[config.mk]
export PLATFORM = sky130hd
export DESIGN_NAME = click_decoder
export DESIGN_NICKNAME = d
export VERILOG_FILES = /design/src/rtl/button_pkg.sv /design/src/rtl/click_window_timer.sv /design/src/rtl/click_decoder.sv
export SDC_FILE = /design/constraint.sdc
export NUM_CORES = 1
export LEC_CHECK = 0
export ABC_CLOCK_PERIOD_IN_PS = 2910
export CORE_AREA = 5 5 66 68
export CTS_CLUSTER_SIZE = 28
export DETAILED_ROUTE_END_ITERATION = 8
export DIE_AREA = 0 0 71 73
export PLACE_DENSITY_LB_ADDON = 0.2
export SYNTH_ARGS = -nofsm -noshare
export SYNTH_HDL_FRONTEND = slang
export SYNTH_SLANG_ARGS = --single-unit
[constraint.sdc]
create_clock -name sys_clk -period 2.91 [get_ports sys_clk]
set_input_delay 0.291 -clock sys_clk [delete_from_list [all_inputs] [get_ports sys_clk]]
set_output_delay 0.291 -clock sys_clk [all_outputs]
set_load 0.02 [all_outputs]
[src/rtl/button_pkg.sv]
// Shared definitions for the button click path.
// State and event encodings plus default window lengths.
package button_pkg;

   typedef enum logic [1:0] {
      ST_IDLE     = 2'd0,
      ST_COUNTING = 2'd1,
      ST_REPORT   = 2'd2
   } state_t;

   localparam logic [1:0] EV_SINGLE = 2'd1;
   localparam logic [1:0] EV_DOUBLE = 2'd2;
   localparam logic [1:0] EV_TRIPLE = 2'd3;

   // 0.5 s at 50 MHz, and a short window for simulation
   localparam int WINDOW_50MHZ = 25_000_000;
   localparam int WINDOW_SIM   = 4;
   localparam int CNT_W_DEF    = 25;

endpackage

[src/rtl/click_window_timer.sv]
// Inter-press window timer for the click decoder.
// Counts while enabled and flags the last cycle of the window.
module click_window_timer #(
   parameter int WINDOW = 4,
   parameter int CNT_W  = 3
) (
   input  logic i_clk,
   input  logic i_rst_n,
   input  logic i_clear,
   input  logic i_enable,
   output logic o_expire
);

   localparam logic [CNT_W-1:0] LP_LAST = CNT_W'(WINDOW - 1);

   logic [CNT_W-1:0] r_cnt;
   logic             w_last;

   assign w_last   = (r_cnt == LP_LAST);
   assign o_expire = i_enable && w_last;

   // Wraps to zero on expiry so the count is clean on entry to REPORT
   always_ff @(posedge i_clk or negedge i_rst_n) begin
      if (!i_rst_n) begin
         r_cnt <= '0;
      end else if (i_clear) begin
         r_cnt <= '0;
      end else if (i_enable) begin
         r_cnt <= w_last ? '0 : r_cnt + CNT_W'(1);
      end
   end

endmodule

[src/rtl/click_decoder.sv]
// Groups press pulses into single/double/triple click events.
// Events are offered to the consumer over a valid/ready handshake.
module click_decoder
   import button_pkg::*;
#(
   parameter int WINDOW     = WINDOW_50MHZ,
   parameter int CNT_W      = CNT_W_DEF,
   parameter int MAX_CLICKS = 3
) (
   input  logic       sys_clk,
   input  logic       sys_rst_n,
   input  logic       press_pulse,
   input  logic       event_ready,
   output logic       event_valid,
   output logic [1:0] event_count,
   output logic       busy,
   output logic       dropped
);

   localparam logic [1:0] LP_MAX = 2'(MAX_CLICKS);

   state_t     r_state;
   state_t     w_state_n;
   logic [1:0] r_clicks;
   logic [1:0] w_clicks_n;
   logic [1:0] w_clicks_inc;
   logic [1:0] r_count;
   logic [1:0] w_count_n;
   logic       r_valid;
   logic       w_valid_n;
   logic       r_busy;
   logic       w_busy_n;
   logic       r_drop;
   logic       w_drop_n;
   logic       w_enable;
   logic       w_clear;
   logic       w_expire;
   logic       w_open;

   assign w_enable = (r_state == ST_COUNTING);
   assign w_clear  = !w_enable || press_pulse;

   click_window_timer #(
      .WINDOW (WINDOW),
      .CNT_W  (CNT_W)
   ) u_timer (
      .i_clk    (sys_clk),
      .i_rst_n  (sys_rst_n),
      .i_clear  (w_clear),
      .i_enable (w_enable),
      .o_expire (w_expire)
   );

   // A press opens a new group from IDLE or on the accepting edge in REPORT
   assign w_open = press_pulse &&
                   ((r_state == ST_IDLE) ||
                    ((r_state == ST_REPORT) && event_ready));

   always_comb begin
      w_state_n    = r_state;
      w_clicks_n   = r_clicks;
      w_count_n    = r_count;
      w_valid_n    = r_valid;
      w_busy_n     = r_busy;
      w_drop_n     = 1'b0;
      w_clicks_inc = r_clicks + 2'd1;

      unique case (r_state)
         ST_IDLE: begin
            w_state_n = ST_IDLE;
         end
         ST_COUNTING: begin
            if (press_pulse) begin
               w_clicks_n = w_clicks_inc;
               if (w_clicks_inc == LP_MAX) begin
                  w_state_n = ST_REPORT;
                  w_valid_n = 1'b1;
                  w_count_n = w_clicks_inc;
                  w_busy_n  = 1'b0;
               end
            end else if (w_expire) begin
               w_state_n = ST_REPORT;
               w_valid_n = 1'b1;
               w_count_n = r_clicks;
               w_busy_n  = 1'b0;
            end
         end
         ST_REPORT: begin
            if (event_ready) begin
               w_state_n  = ST_IDLE;
               w_valid_n  = 1'b0;
               w_count_n  = 2'd0;
               w_clicks_n = 2'd0;
               w_busy_n   = 1'b0;
            end else if (press_pulse) begin
               w_drop_n = 1'b1;
            end
         end
         default: begin
            w_state_n  = ST_IDLE;
            w_valid_n  = 1'b0;
            w_count_n  = 2'd0;
            w_clicks_n = 2'd0;
            w_busy_n   = 1'b0;
         end
      endcase

      if (w_open) begin
         w_clicks_n = EV_SINGLE;
         if (LP_MAX == EV_SINGLE) begin
            w_state_n = ST_REPORT;
            w_valid_n = 1'b1;
            w_count_n = EV_SINGLE;
            w_busy_n  = 1'b0;
         end else begin
            w_state_n = ST_COUNTING;
            w_valid_n = 1'b0;
            w_count_n = 2'd0;
            w_busy_n  = 1'b1;
         end
      end
   end

   always_ff @(posedge sys_clk or negedge sys_rst_n) begin
      if (!sys_rst_n) begin
         r_state  <= ST_IDLE;
         r_clicks <= 2'd0;
         r_count  <= 2'd0;
         r_valid  <= 1'b0;
         r_busy   <= 1'b0;
         r_drop   <= 1'b0;
      end else begin
         r_state  <= w_state_n;
         r_clicks <= w_clicks_n;
         r_count  <= w_count_n;
         r_valid  <= w_valid_n;
         r_busy   <= w_busy_n;
         r_drop   <= w_drop_n;
      end
   end

   assign event_valid = r_valid;
   assign event_count = r_count;
   assign busy        = r_busy;
   assign dropped     = r_drop;

endmodule
==> run_results.csv <==
group,metric,value,unit
min_path,tightest_hold_check_type,"in -> async",
die,core.rowCount,23,
global_routing,overflow_left_after_global_routing,0,
clock_tree,cts_tree,"yes",
setup_path,path_class,"reg -> reg",
setup_path,ff2ff_path_depth,5,
sta,final_setup_violation_count,0,
power_and_ir_drop,p_switching,0.3427,mW
setup_path,cp-startpoint,"u_timer.r_cnt[12]$_DFFE_PN0P_",
sta,fin_worst_hold_slack,0.4278,ns
finish,layout-drive-gt1-share,0.06633,
sta,unrepaired_setup_endpoints_after_global_routing,"false",
sta,skew,0.005158,ns
clock_tree,post_cts_gate_resize_count,0,
setup_path,crit-reg2reg-capture,"event_count[1]$_DFFE_PN0P_",
power_and_ir_drop,share_clk_of_total_power,0.299,
logic_synthesis,synth.yosys.warnings,0,
power_and_ir_drop,cell_internal_pwr,0.8161,mW
placed_design,place_congestion,0.9080,
setup_path,crit_arrival,2.33,ns
logic_synthesis,unique_masters_post_synth,34,
global_routing,grt_antenna_before_repair,0,
power_and_ir_drop,finalPower,1.159,mW
die,starting_density_of_the_core,0.4615,
finish,mostFrequentLayoutCells,"37 x nor2_1, 34 x dfrtp_1, 11 x nand4_1, 11 x xor2_1, 11 x xnor2_1",
finish,most_frequent_standard_cell_in_the_layout_excluding_fill_and_tap_cells,"nor2_1",
route,wirelength,3321,um
power_and_ir_drop,combinational_share_of_power,0.212,
job,max_cap_violations,0,
sta,worstMarginPinSlew,0.6757,ns
logic_synthesis,part_of_the_yosys_area_used_for_sequential_elements,0.4854,
global_routing,first_global_vias,1316,
die,core_area,0.003799,mm2
power_and_ir_drop,power.density,586.2,mW/mm2
placed_design,port_buffers,8,
sta,hold_violations,0,
clock_tree,cts_hold_buf,0,
power_and_ir_drop,sw_frac_of_total,0.2958,
sta,final_max_slew_violation_count,0,
route,avgRoutedWirePerCell,13.50,um
route,drt-vias-per-instance,5.569,
placed_design,place_worst_setup_slack,0.7548,ns
logic_synthesis,synth_area_per_cell,9.527,um2
route,route.antenna.remaining_nets,0,
clock_tree,cts-htree-levels,2,
setup_path,crit_path_max_fanout,11,
setup_path,crit_end,"event_count[1]$_DFFE_PN0P_",
power_and_ir_drop,vdd_drop_max,0.0002650,V
setup_path,critical_path.top_delay_family,"simple AND/OR/NAND/NOR gates",
power_and_ir_drop,share_of_power_burned_in_registers,0.489,
sta,final_period_minus_worst_setup_slack,2.162,ns
die,io_pins,9,
route,remaining_drc_errors,0,
finish,final_nets,201,
setup_path,slowest_stage_cell_crit_path,"or4_4",
setup_path,reg2reg_slack,0.75,ns
die,chipWidth,71,um
die,die_area,0.005183,mm2
global_routing,grt_usage,0.1467,
die,floorplan.die.height,73,um
setup_path,path_depth,5,
setup_path,worst_setup_path_end_kind,"register",
finish,fin_area,0.001977,mm2
setup_path,regToRegStartpoint,"u_timer.r_cnt[12]$_DFFE_PN0P_",
logic_synthesis,post_synth_inst_count,184,
setup_path,worst-endpoint-required,3.08,ns
setup_path,critical_path.max_stage_delay,0.54,ns
finish,diodes,0,
power_and_ir_drop,p_leak,0.8121,nW
placed_design,placed_cell_area,0.001886,mm2
clock_tree,cts-root-buf,"clkbuf_8",
setup_path,crit_path_cell_trace,"nand4_2 > or4_4 > o31ai_4 > nand2_2 > a211o_1",
global_routing,grt_pass1_wl,6037,um
run_status,run_status,"completed",
clock_tree,clock_path_buffers,2,
sta,max_slew_margin,0.5454,
global_routing,pin_count_of_the_biggest_net_entering_global_routing,35,
logic_synthesis,synthesis.area,0.001753,mm2
logic_synthesis,nets_in_the_synthesized_netlist,190,
clock_tree,post_cts_buffers,0,
clock_tree,clock_network_latency_to_the_later_pin_of_the_worst_skew_pair,0.28,ns
sta,total_negative_slack_for_setup_checks,0,ns
placed_design,hpwl,2491,um
sta,min_period_over_period,0.7430,
setup_path,path_buf_inv,0,
sta,maxClockFrequency,462.5,MHz
route,detail_route.iter0.violations,91,
clock_tree,cts_sinks,34,
setup_path,critical_path.startpoint_type,"register",
sta,postLayoutSetupSlackWorst,0.7478,ns
route,dr.pass1.iters,4,
route,vias,1370,
finish,area.growth.synth_to_final,12.78,%
logic_synthesis,synth.ff_latch_count,34,
clock_tree,numCtsBuffers,5,
clock_tree,clk_pin_slew_worst_paths,0.07,ns
[kinds of logic after synthesis]
kind of cell,after synthesis,share of synthesized area
simple gates,91,0.2641
xor+xnor,22,0.1099
compound gates,19,0.07994
fa+ha+maj,2,0.01427
buf+inv,13,0.02927
flops,34,0.4854
mux,3,0.01713
[worst min-delay path by stage]
stage	depth (start not counted)	end	startpoint
2_1_floorplan	0	busy$_DFFE_PN0P_	sys_rst_n
3_3_place_gp	1	event_count[1]$_DFFE_PN0P_	event_count[1]$_DFFE_PN0P_
3_5_place_dp	1	event_count[1]$_DFFE_PN0P_	event_count[1]$_DFFE_PN0P_
4_1_cts	2	event_valid$_DFFE_PN0P_	sys_rst_n
5_1_grt	2	event_valid$_DFFE_PN0P_	sys_rst_n
6_report	2	event_valid$_DFFE_PN0P_	sys_rst_n
[synth_stat cells]
master	number	area, um2
or4_4	1	11.26
o311ai_0	1	8.760
nand2b_1	1	6.260
nor2b_1	1	6.260
and2_1	1	6.260
inv_1	7	26.28
o31ai_4	1	21.27
nand2_2	1	6.260
o31ai_1	2	15.01
nand4_2	1	12.51
o2bb2ai_1	1	8.760
or3_1	1	6.260
a32o_1	1	10.01
nor3_1	4	20.02
nor2_1	37	138.9
buf_2	2	10.01
a211o_1	1	8.760
clkbuf_1	4	15.01
nor4_1	4	25.02
nand4_1	11	68.82
and3_1	2	12.51
nor3b_1	1	7.510
ha_1	2	25.02
mux2i_1	3	30.03
nand3_1	9	45.04
xor2_1	11	96.34
dfrtp_1	34	850.8
a21oi_1	3	15.01
nand4b_1	1	8.760
o21ai_0	7	35.03
xnor2_1	11	96.34
nand2_1	10	37.54
and4_1	5	43.79
a2bb2oi_1	2	17.52
[power by group through the flow]
stage / Combinational [mW] / Clock, mW / Sequential [mW]
after detailed placement: 0.249 / 0 / 0.573
after global routing: 0.273 / 0.384 / 0.575
after global placement: 0.243 / 0 / 0.571
after CTS: 0.250 / 0.362 / 0.565
after floorplan: 0.144 / 0 / 0.580
final: 0.246 / 0.347 / 0.566
[through the flow]
| stage | utilization | instances |
|---|---|---|
| after floorplan | - | 184 |
| after global placement | 0.4964 | 238 |
| after detailed placement | 0.4964 | 238 |
| after CTS | 0.5204 | 246 |
| after global routing | 0.5204 | 246 |
| final | 0.5204 | 246 |
[state kept, by name (all words and copies together), names as in the netlist]
signal         count
dropped            1
u_timer.r_cnt     25
busy               1
event_valid        1
r_clicks           2
event_count        2
r_state            2
[layout make-up]
cell class                 count  area, um2
clock buffer                   7      86.33
clock inverter                 1      5.005
fill                         354       1822
inverter                       7      26.28
multi-input combinational    137      850.8
sequential                    34      850.8
tap                           50      62.56
timing repair buffer          10      95.09
[worst register-to-register path: cells and delay by family, from the launching register on]
| kind | cells | cell delay [ns] |
|---|---|---|
| compound gates | 2 | 0.80 |
| flops | 1 | 0.44 |
| simple gates | 3 | 0.81 |
[per-layer routing]
metal,wire length (um),up-vias,global-route usage,part of all wire
met5,0,-,0,0
met4,39,0,0.03758,0.012
met3,165,5,0.04408,0.050
met2,1598,31,0.2513,0.48
met1,1518,662,0.1812,0.46
li1,-,672,-,-
(Power assumes the default switching activity.)
